[src/rtl/clock_pkg.sv]
// Shared definitions for the clock counter chain and its time-setting front end:
// counter widths, default wrap limits, edit state encoding and field select codes.
package clock_pkg;

    localparam int HOUR_W = 5;
    localparam int MIN_W  = 7;
    localparam int SEC_W  = 6;

    localparam int unsigned DEFAULT_HOUR_MAX = 23;
    localparam int unsigned DEFAULT_MIN_MAX  = 59;

    typedef enum logic [1:0] {
        RUN       = 2'b00,
        EDIT_HOUR = 2'b01,
        EDIT_MIN  = 2'b10,
        COMMIT    = 2'b11
    } set_state_t;

    typedef enum logic [1:0] {
        FIELD_NONE    = 2'b00,
        FIELD_HOURS   = 2'b01,
        FIELD_MINUTES = 2'b10
    } field_sel_t;

    // Step a counter value by one, wrapping to zero once it has reached its limit.
    // A value already beyond the limit also wraps, so a shadow can never run away.
    function automatic logic [7:0] wrapInc(input logic [7:0] value, input logic [7:0] maxValue);
        return (value >= maxValue) ? 8'd0 : value + 8'd1;
    endfunction

endpackage

[src/rtl/time_set_controller_rise_detect.sv]
// Rising-edge detector for one debounced button level. A held button reports a
// single press on its leading edge; the press output is combinational so the
// consumer sees it at the first clock edge after the level rises.
module rise_detect (
    input  logic clk_i,
    input  logic reset_n_i,
    input  logic level_i,
    output logic rise_o
);

    logic prev_q;

    // Remember last cycle's level so only a low-to-high change counts as a press
    always_ff @(posedge clk_i or negedge reset_n_i) begin
        if (!reset_n_i) begin
            prev_q <= 1'b0;
        end else begin
            prev_q <= level_i;
        end
    end

    assign rise_o = level_i & ~prev_q;

endmodule

[src/rtl/time_set_controller.sv]
// Front-panel time setting controller. Mode presses walk RUN -> EDIT_HOUR ->
// EDIT_MIN -> COMMIT -> RUN; inc presses bump the shadow copy of the field being
// edited. COMMIT issues a one-cycle load strobe carrying the shadow hour/minute
// and zero seconds to the counter chain. A blink enable toggles once per second
// while a field is being edited.
// Optional feature macro: SET_TIMEOUT_EN -- abandon an edit (no load) after
// TIMEOUT_S seconds without any button press.
module time_set_controller
    import clock_pkg::*;
#(
    parameter int unsigned HOUR_MAX  = DEFAULT_HOUR_MAX,
    parameter int unsigned MIN_MAX   = DEFAULT_MIN_MAX
`ifdef SET_TIMEOUT_EN
    ,
    parameter int unsigned TIMEOUT_S = 30
`endif
) (
    input  logic              clk_i,
    input  logic              reset_n_i,
    input  logic              tick_1hz_i,
    input  logic              btn_mode_i,
    input  logic              btn_inc_i,
    input  logic [HOUR_W-1:0] cur_hours_i,
    input  logic [MIN_W-1:0]  cur_minutes_i,
    output logic              set_o,
    output logic [HOUR_W-1:0] set_hours_o,
    output logic [MIN_W-1:0]  set_minutes_o,
    output logic [SEC_W-1:0]  set_seconds_o,
    output logic              editing_o,
    output logic [1:0]        field_sel_o,
    output logic              blink_o
);

    set_state_t        state_q;
    field_sel_t        fieldSel_q;
    logic [HOUR_W-1:0] shHour_q;
    logic [MIN_W-1:0]  shMin_q;
    logic              set_q;
    logic              editing_q;
    logic              blink_q;

    logic              modePress;
    logic              incPress;
    logic [HOUR_W-1:0] shHour_d;
    logic [MIN_W-1:0]  shMin_d;
    logic              timeoutHit;

    rise_detect u_modeRise (
        .clk_i     (clk_i),
        .reset_n_i (reset_n_i),
        .level_i   (btn_mode_i),
        .rise_o    (modePress)
    );

    rise_detect u_incRise (
        .clk_i     (clk_i),
        .reset_n_i (reset_n_i),
        .level_i   (btn_inc_i),
        .rise_o    (incPress)
    );

    // Candidate wrapped increments for each shadow, used only on an inc press
    always_comb begin
        shHour_d = HOUR_W'(wrapInc(8'(shHour_q), 8'(HOUR_MAX)));
        shMin_d  = MIN_W'(wrapInc(8'(shMin_q), 8'(MIN_MAX)));
    end

`ifdef SET_TIMEOUT_EN
    localparam int IDLE_W = 6;
    localparam logic [IDLE_W-1:0] IdleLast = IDLE_W'(TIMEOUT_S - 1);

    logic [IDLE_W-1:0] idle_q;
    logic [IDLE_W-1:0] idle_d;
    logic              inEdit;

    assign inEdit = (state_q == EDIT_HOUR) || (state_q == EDIT_MIN);

    // Idle seconds since the last press or state change; any press outranks a
    // tick that would otherwise complete the timeout
    always_comb begin
        idle_d     = idle_q;
        timeoutHit = 1'b0;
        if (modePress || incPress || !inEdit) begin
            idle_d = '0;
        end else if (tick_1hz_i) begin
            if (idle_q >= IdleLast) begin
                idle_d     = '0;
                timeoutHit = 1'b1;
            end else begin
                idle_d = idle_q + 1'b1;
            end
        end
    end

    // Idle counter register
    always_ff @(posedge clk_i or negedge reset_n_i) begin
        if (!reset_n_i) begin
            idle_q <= '0;
        end else begin
            idle_q <= idle_d;
        end
    end
`else
    assign timeoutHit = 1'b0;
`endif

    // Edit state machine with registered strobe, field decode, blink and shadows
    always_ff @(posedge clk_i or negedge reset_n_i) begin
        if (!reset_n_i) begin
            state_q    <= RUN;
            fieldSel_q <= FIELD_NONE;
            shHour_q   <= '0;
            shMin_q    <= '0;
            set_q      <= 1'b0;
            editing_q  <= 1'b0;
            blink_q    <= 1'b0;
        end else begin
            set_q <= 1'b0;
            unique case (state_q)
                RUN: begin
                    if (modePress) begin
                        state_q    <= EDIT_HOUR;
                        shHour_q   <= cur_hours_i;
                        shMin_q    <= cur_minutes_i;
                        editing_q  <= 1'b1;
                        fieldSel_q <= FIELD_HOURS;
                    end
                    blink_q <= 1'b0;
                end
                EDIT_HOUR: begin
                    if (modePress) begin
                        state_q    <= EDIT_MIN;
                        fieldSel_q <= FIELD_MINUTES;
                        blink_q    <= 1'b0;
                    end else if (timeoutHit) begin
                        state_q    <= RUN;
                        editing_q  <= 1'b0;
                        fieldSel_q <= FIELD_NONE;
                        blink_q    <= 1'b0;
                    end else begin
                        if (incPress) begin
                            shHour_q <= shHour_d;
                        end
                        if (tick_1hz_i) begin
                            blink_q <= ~blink_q;
                        end
                    end
                end
                EDIT_MIN: begin
                    if (modePress) begin
                        state_q    <= COMMIT;
                        set_q      <= 1'b1;
                        editing_q  <= 1'b0;
                        fieldSel_q <= FIELD_NONE;
                        blink_q    <= 1'b0;
                    end else if (timeoutHit) begin
                        state_q    <= RUN;
                        editing_q  <= 1'b0;
                        fieldSel_q <= FIELD_NONE;
                        blink_q    <= 1'b0;
                    end else begin
                        if (incPress) begin
                            shMin_q <= shMin_d;
                        end
                        if (tick_1hz_i) begin
                            blink_q <= ~blink_q;
                        end
                    end
                end
                COMMIT: begin
                    state_q <= RUN;
                    blink_q <= 1'b0;
                end
                default: begin
                    state_q    <= RUN;
                    editing_q  <= 1'b0;
                    fieldSel_q <= FIELD_NONE;
                    blink_q    <= 1'b0;
                end
            endcase
        end
    end

    assign set_o         = set_q;
    assign set_hours_o   = shHour_q;
    assign set_minutes_o = shMin_q;
    assign set_seconds_o = '0;
    assign editing_o     = editing_q;
    assign field_sel_o   = fieldSel_q;
    assign blink_o       = blink_q;

endmodule

[config.mk]
export PLATFORM = sky130hd
export DESIGN_NAME = time_set_controller
export DESIGN_NICKNAME = d
export VERILOG_FILES = /design/src/rtl/clock_pkg.sv /design/src/rtl/time_set_controller_rise_detect.sv /design/src/rtl/time_set_controller.sv
export SDC_FILE = /design/constraint.sdc
export NUM_CORES = 1
export LEC_CHECK = 0
export ABC_AREA = 1
export CORE_ASPECT_RATIO = 1.4
export CORE_MARGIN = 5
export CORE_UTILIZATION = 45
export CTS_CLUSTER_SIZE = 25
export DETAILED_ROUTE_END_ITERATION = 8
export HOLD_SLACK_MARGIN = 0.02
export PLACE_DENSITY = 0.77
export SLEW_MARGIN = 0
export SYNTH_ARGS = -nofsm -noshare
export SYNTH_HDL_FRONTEND = slang
export SYNTH_SLANG_ARGS = --single-unit
[constraint.sdc]
create_clock -name clk_i -period 3.7 [get_ports clk_i]
set_input_delay 0.74 -clock clk_i [delete_from_list [all_inputs] [get_ports clk_i]]
set_output_delay 0.74 -clock clk_i [all_outputs]
set_load 0.01 [all_outputs]
==> results.txt, run 1 <==
----------------------------------------------------
[Setup path]
  Signal arrival time at the worst endpoint ... 1.34 ns
  Launching element type of the critical path ... flop
  Data required time at the worst endpoint ... 2.96 ns
  Worst setup EP type ... output port
  Cell type of the slowest stage on the worst timing path ... sky130_fd_sc_hd__clkdlybuf4s50_1
  Crit path max fanout ... 7
  Family with the most delay on the worst path ... buffers and inverters
  Classification of the worst setup path ... flop to output port
  Beginning of the worst register-to-register path ... state_q[1]$_DFFE_PN0P_
  WP buf/inv ... 1
  Critical-path cell list ... clkdlybuf4s50_1
  Source of the critical timing path ... set_minutes_o[2]$_DFFE_PN0P_
  CP peak stage delay ... 0.59 ns

[Drt]
  Routed len/inst ... 11.0 µm
  Number of iterations in the first detailed-routing pass ... 4
  Via density per instance ... 4.67
  Number of nets still failing antenna checks after routing ... 0
  DRC ... 0
  Post-Route WL ... 2.78 mm
  Initial DRC count ... 16
  Vias ... 1,181

[Global routing]
  GRT Residual Overflow ... 0
  Number of global-route vias before repair ... 1,176
  Wire length of the first global-routing pass ... 4.82 mm
  Maximum number of pins on one net before global-route repair ... 22
  Total global-route track usage ... 14.2%
  Number of antenna violations at the first check in global routing ... 0

[Clocking]
  Post-CTS setup buffer count ... 0
  Num CTS Buffers ... 3
  CTS root buf ... sky130_fd_sc_hd__clkbuf_8
  Sink Count ... 21
  Max H-tree Level ... 1
  Hold-fix buffer count after cts ... 0
  Worst-skew pair later-pin latency ... 0.26 ns
  CTS tree ... yes
  Number of gates given a new drive strength after cts ... 0
  Clock Pin Slew Worst Setup and Hold Paths ... 0.08 ns
  CTS max path bufs ... 2

[Hold path]
  Path type of the worst min-delay path ... flop to flop
  Hold path startpoint ... field_sel_o[0]$_DFFE_PN0P_

[Final layout]
  Synthesis-to-finish area growth ... 28.9%
  Seq. cell area ... 526 µm²
  Fillers ... 264
  Final #Nets ... 239
  Multi-input combinational cell area ... 702 µm²
  Final Non-Filler Cells ... 253
  Number of antenna diodes ... 0
  Ratio of cells with drive above 1 in the final layout ... 14.8%

[Floorplanning]
  Die area ... 4250 µm²
  Initial standard-cell utilization of the core ... 47.0%
  Die height ... 75.2 µm
  Area inside the core boundary ... 2910 µm²
  Num ports ... 40
  Floorplan row count ... 23
  X dimension of the die ... 56.6 µm

[Logic synthesis]
  Async set-reset flop share out of synthesis ... 100%
  Cell taking the most area after synthesis ... sky130_fd_sc_hd__dfrtp_1
  Syn Std Cell Area ... 1370 µm²
  Top_reg_cell synth ... sky130_fd_sc_hd__dfrtp_1
  Distinct cell type count after synthesis ... 24
  Synth warn ... 0
  Flip-flop and latch count after synthesis ... 21
  Share of the yosys chip area belonging to registers ... 38.5%
  Most numerous cell in the Yosys netlist ... sky130_fd_sc_hd__nand2_1
  Per-instance average area after synthesis ... 7.55 µm²
  Cell count after synthesis ... 181
  Cell types with the largest area share after synthesis ... sky130_fd_sc_hd__dfrtp_1, sky130_fd_sc_hd__nand2_1, sky130_fd_sc_hd__nor2_1, sky130_fd_sc_hd__inv_1, sky130_fd_sc_hd__nand3_1
  Most frequent cells after synthesis ... sky130_fd_sc_hd__nand2_1, sky130_fd_sc_hd__nor2_1, sky130_fd_sc_hd__inv_1
  Fraction of synthesized cell area taken by the top area cell type ... 38.5%
  Number of synthesized flops with an enable pin ... 0

[STA]
  Worst slew margin relative to its limit ... 37.2%
  Setup skew after layout ... 0.00219 ns
  Period minus WS final ... 2.08 ns
  Slew at the pin with the worst max-slew slack ... 0.939 ns
  Max Clock Freq ... 480 MHz
  RSZ-0062 raised after global routing ... no
  Total negative slack ... 0 ns
  Fin. max-slew vios ... 0
  Period utilization ... 56.3%
  Count of endpoints failing hold in the final timing report ... 0
  Final setup violating endpoints ... 0

[Flow run]
  Number of max-cap violations ... 0

[Power]
  Leak ... 0.872 nW
  Maximum vdd drop ... 0.000440 V
  Pwr per Cell Area ... 852 nW/µm²

[Placed design]
  Post-Place Cells ... 249
  DP HPWL ... 2.20 mm
  Input/output buffers ... 33
  Global placement routability congestion ... 0.840

[Status]
  Run status ... finished, final reports clean

----------------------------------------------------
[final cells by class]
| cell class | instances | share of cell area (%) |
|---|---|---|
| Multi-Input combinational cell | 131 | 39.8 |
| Sequential cell | 21 | 29.8 |
| Timing Repair Buffer | 33 | 18.8 |
| Inverter | 27 | 6.18 |
| Tap cell | 37 | 2.63 |
| Clock buffer | 3 | 2.34 |
| Clock inverter | 1 | 0.426 |
[cell families after synthesis]
kind of cell    share of synthesized area [%]
other cells                             0.274
flops                                    38.5
xor+xnor                                 1.92
compound gates                           8.15
fa+ha+maj                                4.58
simple gates                             35.1
buf+inv                                  11.5
[placed cells by master, fill, tap and decap left out, types with 6 or more instances in the layout]
cell                              count
sky130_fd_sc_hd__nand2_1             35
sky130_fd_sc_hd__clkdlybuf4s50_1     33
sky130_fd_sc_hd__nor2_1              32
sky130_fd_sc_hd__inv_1               22
sky130_fd_sc_hd__dfrtp_1             21
sky130_fd_sc_hd__nand3_1             14
sky130_fd_sc_hd__o21ai_0             10
sky130_fd_sc_hd__nand2_2              7
sky130_fd_sc_hd__a21oi_2              6
sky130_fd_sc_hd__conb_1               6
[final timing paths]
kind / to / slack (ns) / depth (start not counted)
worst max-delay path: set_minutes_o[2] / 1.62 / 1
worst min-delay path: field_sel_o[0]$_DFFE_PN0P_ / 0.49 / 2
worst max register to register: set_hours_o[0]$_DFFE_PN0P_ / 2.04 / 9
worst min register to register: field_sel_o[0]$_DFFE_PN0P_ / 0.49 / 2
max in group asynchronous: blink_o$_DFFE_PN0P_ / 2.13 / 1
min in group asynchronous: set_minutes_o[6]$_DFFE_PN0P_ / 0.99 / 1
[state kept, by name (all words and copies together), names as in the netlist]
name / cells
set_minutes_o: 7
u_modeRise.prev_q: 1
field_sel_o: 2
u_incRise.prev_q: 1
editing_o: 1
blink_o: 1
set_o: 1
set_hours_o: 5
state_q: 2
[power breakdown]
group	switching (mW)	internal, mW	leakage (nW)
clock network	0.0784	0.0762	0.0217
registers	0.109	0.331	0.251
logic	0.503	0.404	0.600
total	0.690	0.811	0.872
[routing by layer]
metal | GRT usage (%) | wire length, µm | vias up
met5 | 0 | 0 | -
li1 | - | - | 618
met2 | 25.6 | 1420 | 25
met1 | 16.3 | 1170 | 533
met4 | 6.60 | 49 | 0
met3 | 2.57 | 141 | 5
[per-stage QoR]
| stage | setup slack, ns | area (µm²) | utilization (%) | hold slack (ns) | power [mW] |
|---|---|---|---|---|---|
| 2_1_floorplan | 2.28 | 1390 | - | 0.444 | 1.05 |
| 6_report | 1.62 | 1760 | 60.6 | 0.493 | 1.50 |
| 3_3_place_gp | 1.70 | 1710 | 58.9 | 0.485 | 1.35 |
| 3_5_place_dp | 1.67 | 1710 | 58.9 | 0.484 | 1.36 |
| 4_1_cts | 1.60 | 1760 | 60.6 | 0.504 | 1.52 |
| 5_1_grt | 1.59 | 1760 | 60.6 | 0.540 | 1.65 |
[worst register-to-register path: stages, from the launching register on]
cell and delay [ns]:
sky130_fd_sc_hd__dfrtp_1 0.39, sky130_fd_sc_hd__inv_1 0.09, sky130_fd_sc_hd__ha_1 0.42, sky130_fd_sc_hd__inv_1 0.15, sky130_fd_sc_hd__nand2_1 0.10, sky130_fd_sc_hd__nand2_2 0.07, sky130_fd_sc_hd__nand3_4 0.10, sky130_fd_sc_hd__clkinv_4 0.08
sky130_fd_sc_hd__nor2_1 0.12, sky130_fd_sc_hd__a21oi_2 0.04
Note: power is estimated with default switching activity, not from simulation.
==> inputs of run 2 (changes only) <==
- CORE_UTILIZATION: 45 -> 42
- PLACE_DENSITY: 0.77 -> 0.75
- clock period: 3.7 -> 1.7 ns (I/O delays scaled with it)
==> results.txt, run 2 (synthesis results as in run 1) <==
----------------------------------------------------
[STA]
  Setup skew after layout ... 0.00242 ns
  Fin. max-slew vios ... 0
  Period minus WS final ... 1.61 ns
  Worst path setup slack after routing ... 0.0933 ns
  Final setup violating endpoints ... 0
  Max Clock Freq ... 622 MHz
  Count of endpoints failing hold in the final timing report ... 0
  Total negative slack ... 0 ns
  Min Hold Slack ... 0.421 ns
  RSZ-0062 raised after global routing ... no
  Period utilization ... 94.5%

[Floorplanning]
  Die area ... 4510 µm²
  Area inside the core boundary ... 3120 µm²
  X dimension of the die ... 58.2 µm
  Initial standard-cell utilization of the core ... 43.7%
  Die height ... 77.5 µm
  Floorplan row count ... 24
  Num ports ... 40

[Final layout]
  Final #Nets ... 241
  Flip-flop count of the largest register after layout ... 7
  Ratio of cells with drive above 1 in the final layout ... 16.1%
  Highest-count cells in the layout ignoring fill and taps ... sky130_fd_sc_hd__nand2_1, sky130_fd_sc_hd__clkdlybuf4s50_1, sky130_fd_sc_hd__nor2_1, sky130_fd_sc_hd__inv_1, sky130_fd_sc_hd__dfrtp_1
  Number of antenna diodes ... 0
  Most common cell after layout, fill and taps aside ... sky130_fd_sc_hd__nand2_1
  Synthesis-to-finish area growth ... 30.1%

[Setup path]
  Data required time at the worst endpoint ... 1.36 ns
  Crit path max fanout ... 6
  Signal arrival time at the worst endpoint ... 1.27 ns
  Classification of the worst setup path ... flop to output port
  Worst setup EP type ... output port
  Cell type of the slowest stage on the worst timing path ... sky130_fd_sc_hd__clkdlybuf4s50_1
  Launching element type of the critical path ... flop
  WP buf/inv ... 1
  CP peak stage delay ... 0.57 ns
  Family with the most delay on the worst path ... buffers and inverters
  Critical-path cell list ... clkdlybuf4s50_1

[Drt]
  Initial DRC count ... 32
  Number of iterations in the first detailed-routing pass ... 4
  Post-Route WL ... 2.69 mm
  Via density per instance ... 4.63
  Number of nets still failing antenna checks after routing ... 0
  Routed len/inst ... 10.5 µm
  Vias ... 1,189
  DRC ... 0

[Power]
  Leak ... 0.881 nW
  Total power consumption of the routed design ... 3.25 mW
  Maximum vdd drop ... 0.00117 V
  Pwr per Cell Area ... 1830 nW/µm²

[Placed design]
  Input/output buffers ... 33
  Post-placement worst setup slack ... 0.0657 ns
  DP HPWL ... 2.18 mm
  Global placement routability congestion ... 0.836

[Status]
  Run status ... finished, final reports clean

[Clocking]
  Post-CTS setup buffer count ... 0
  Number of gates given a new drive strength after cts ... 0
  Sink Count ... 21
  CTS tree ... yes
  Clock Pin Slew Worst Setup and Hold Paths ... 0.07 ns
  Worst-skew pair later-pin latency ... 0.25 ns
  CTS root buf ... sky130_fd_sc_hd__clkbuf_8
  Num CTS Buffers ... 3
  Max H-tree Level ... 1
  CTS max path bufs ... 2
  Hold-fix buffer count after cts ... 0

[Global routing]
  Wire length of the first global-routing pass ... 4.69 mm
  Total global-route track usage ... 12.8%
  Number of antenna violations at the first check in global routing ... 0
  GRT Residual Overflow ... 0
  Number of global-route vias before repair ... 1,142
  Maximum number of pins on one net before global-route repair ... 22

[Flow run]
  Number of max-cap violations ... 0

[Hold path]
  Path type of the worst min-delay path ... input port to asynchronous set/reset pin

----------------------------------------------------
-- run 2: cell types whose count changed in the layout (fill, tap and decap cells not counted) --
cell	before	now
sky130_fd_sc_hd__buf_4	0	2
sky130_fd_sc_hd__dfrtp_1	21	19
sky130_fd_sc_hd__dfrtp_2	0	2
sky130_fd_sc_hd__clkbuf_1	0	1
sky130_fd_sc_hd__clkinvlp_4	1	0
-- run 2: layer usage --
layer	routed length (µm)	GRT usage, %
met3	131	2.99
met5	0	0
met1	1120	14.9
met4	43	5.57
met2	1390	21.9
-- run 2: layout make-up --
class	count	area, µm²
timing repair buffer	35	345
multi-input combinational	131	702
inverter	27	109
fill	309	1350
tap	39	48.8
clock buffer	4	45.0
sequential	21	528
-- run 2: power breakdown --
group	internal (mW)	switching, mW
logic	0.889	1.08
clock network	0.167	0.151
registers	0.726	0.241
total	1.78	1.47
-- run 2: per-stage QoR --
stage / util, % / area [µm²] / cells
5_1_grt: 56.9 / 1780 / 257
6_report: 56.9 / 1780 / 257
2_1_floorplan: - / 1390 / 186
3_3_place_gp: 55.4 / 1730 / 253
4_1_cts: 56.9 / 1780 / 257
3_5_place_dp: 55.4 / 1730 / 253
-- run 2: final timing paths --
check	endpoint	from	cells after the start	slack [ns]
max	set_minutes_o[0]	set_minutes_o[0]$_DFFE_PN0P_	1	0.09
min	set_minutes_o[6]$_DFFE_PN0P_	reset_n_i	2	0.42
max reg2reg	set_minutes_o[3]$_DFFE_PN0P_	state_q[0]$_DFFE_PN0P_	9	0.24
min reg2reg	field_sel_o[0]$_DFFE_PN0P_	field_sel_o[0]$_DFFE_PN0P_	2	0.49
max in group asynchronous	set_hours_o[2]$_DFFE_PN0P_	reset_n_i	2	1.04
min in group clk_i	field_sel_o[0]$_DFFE_PN0P_	field_sel_o[0]$_DFFE_PN0P_	2	0.49
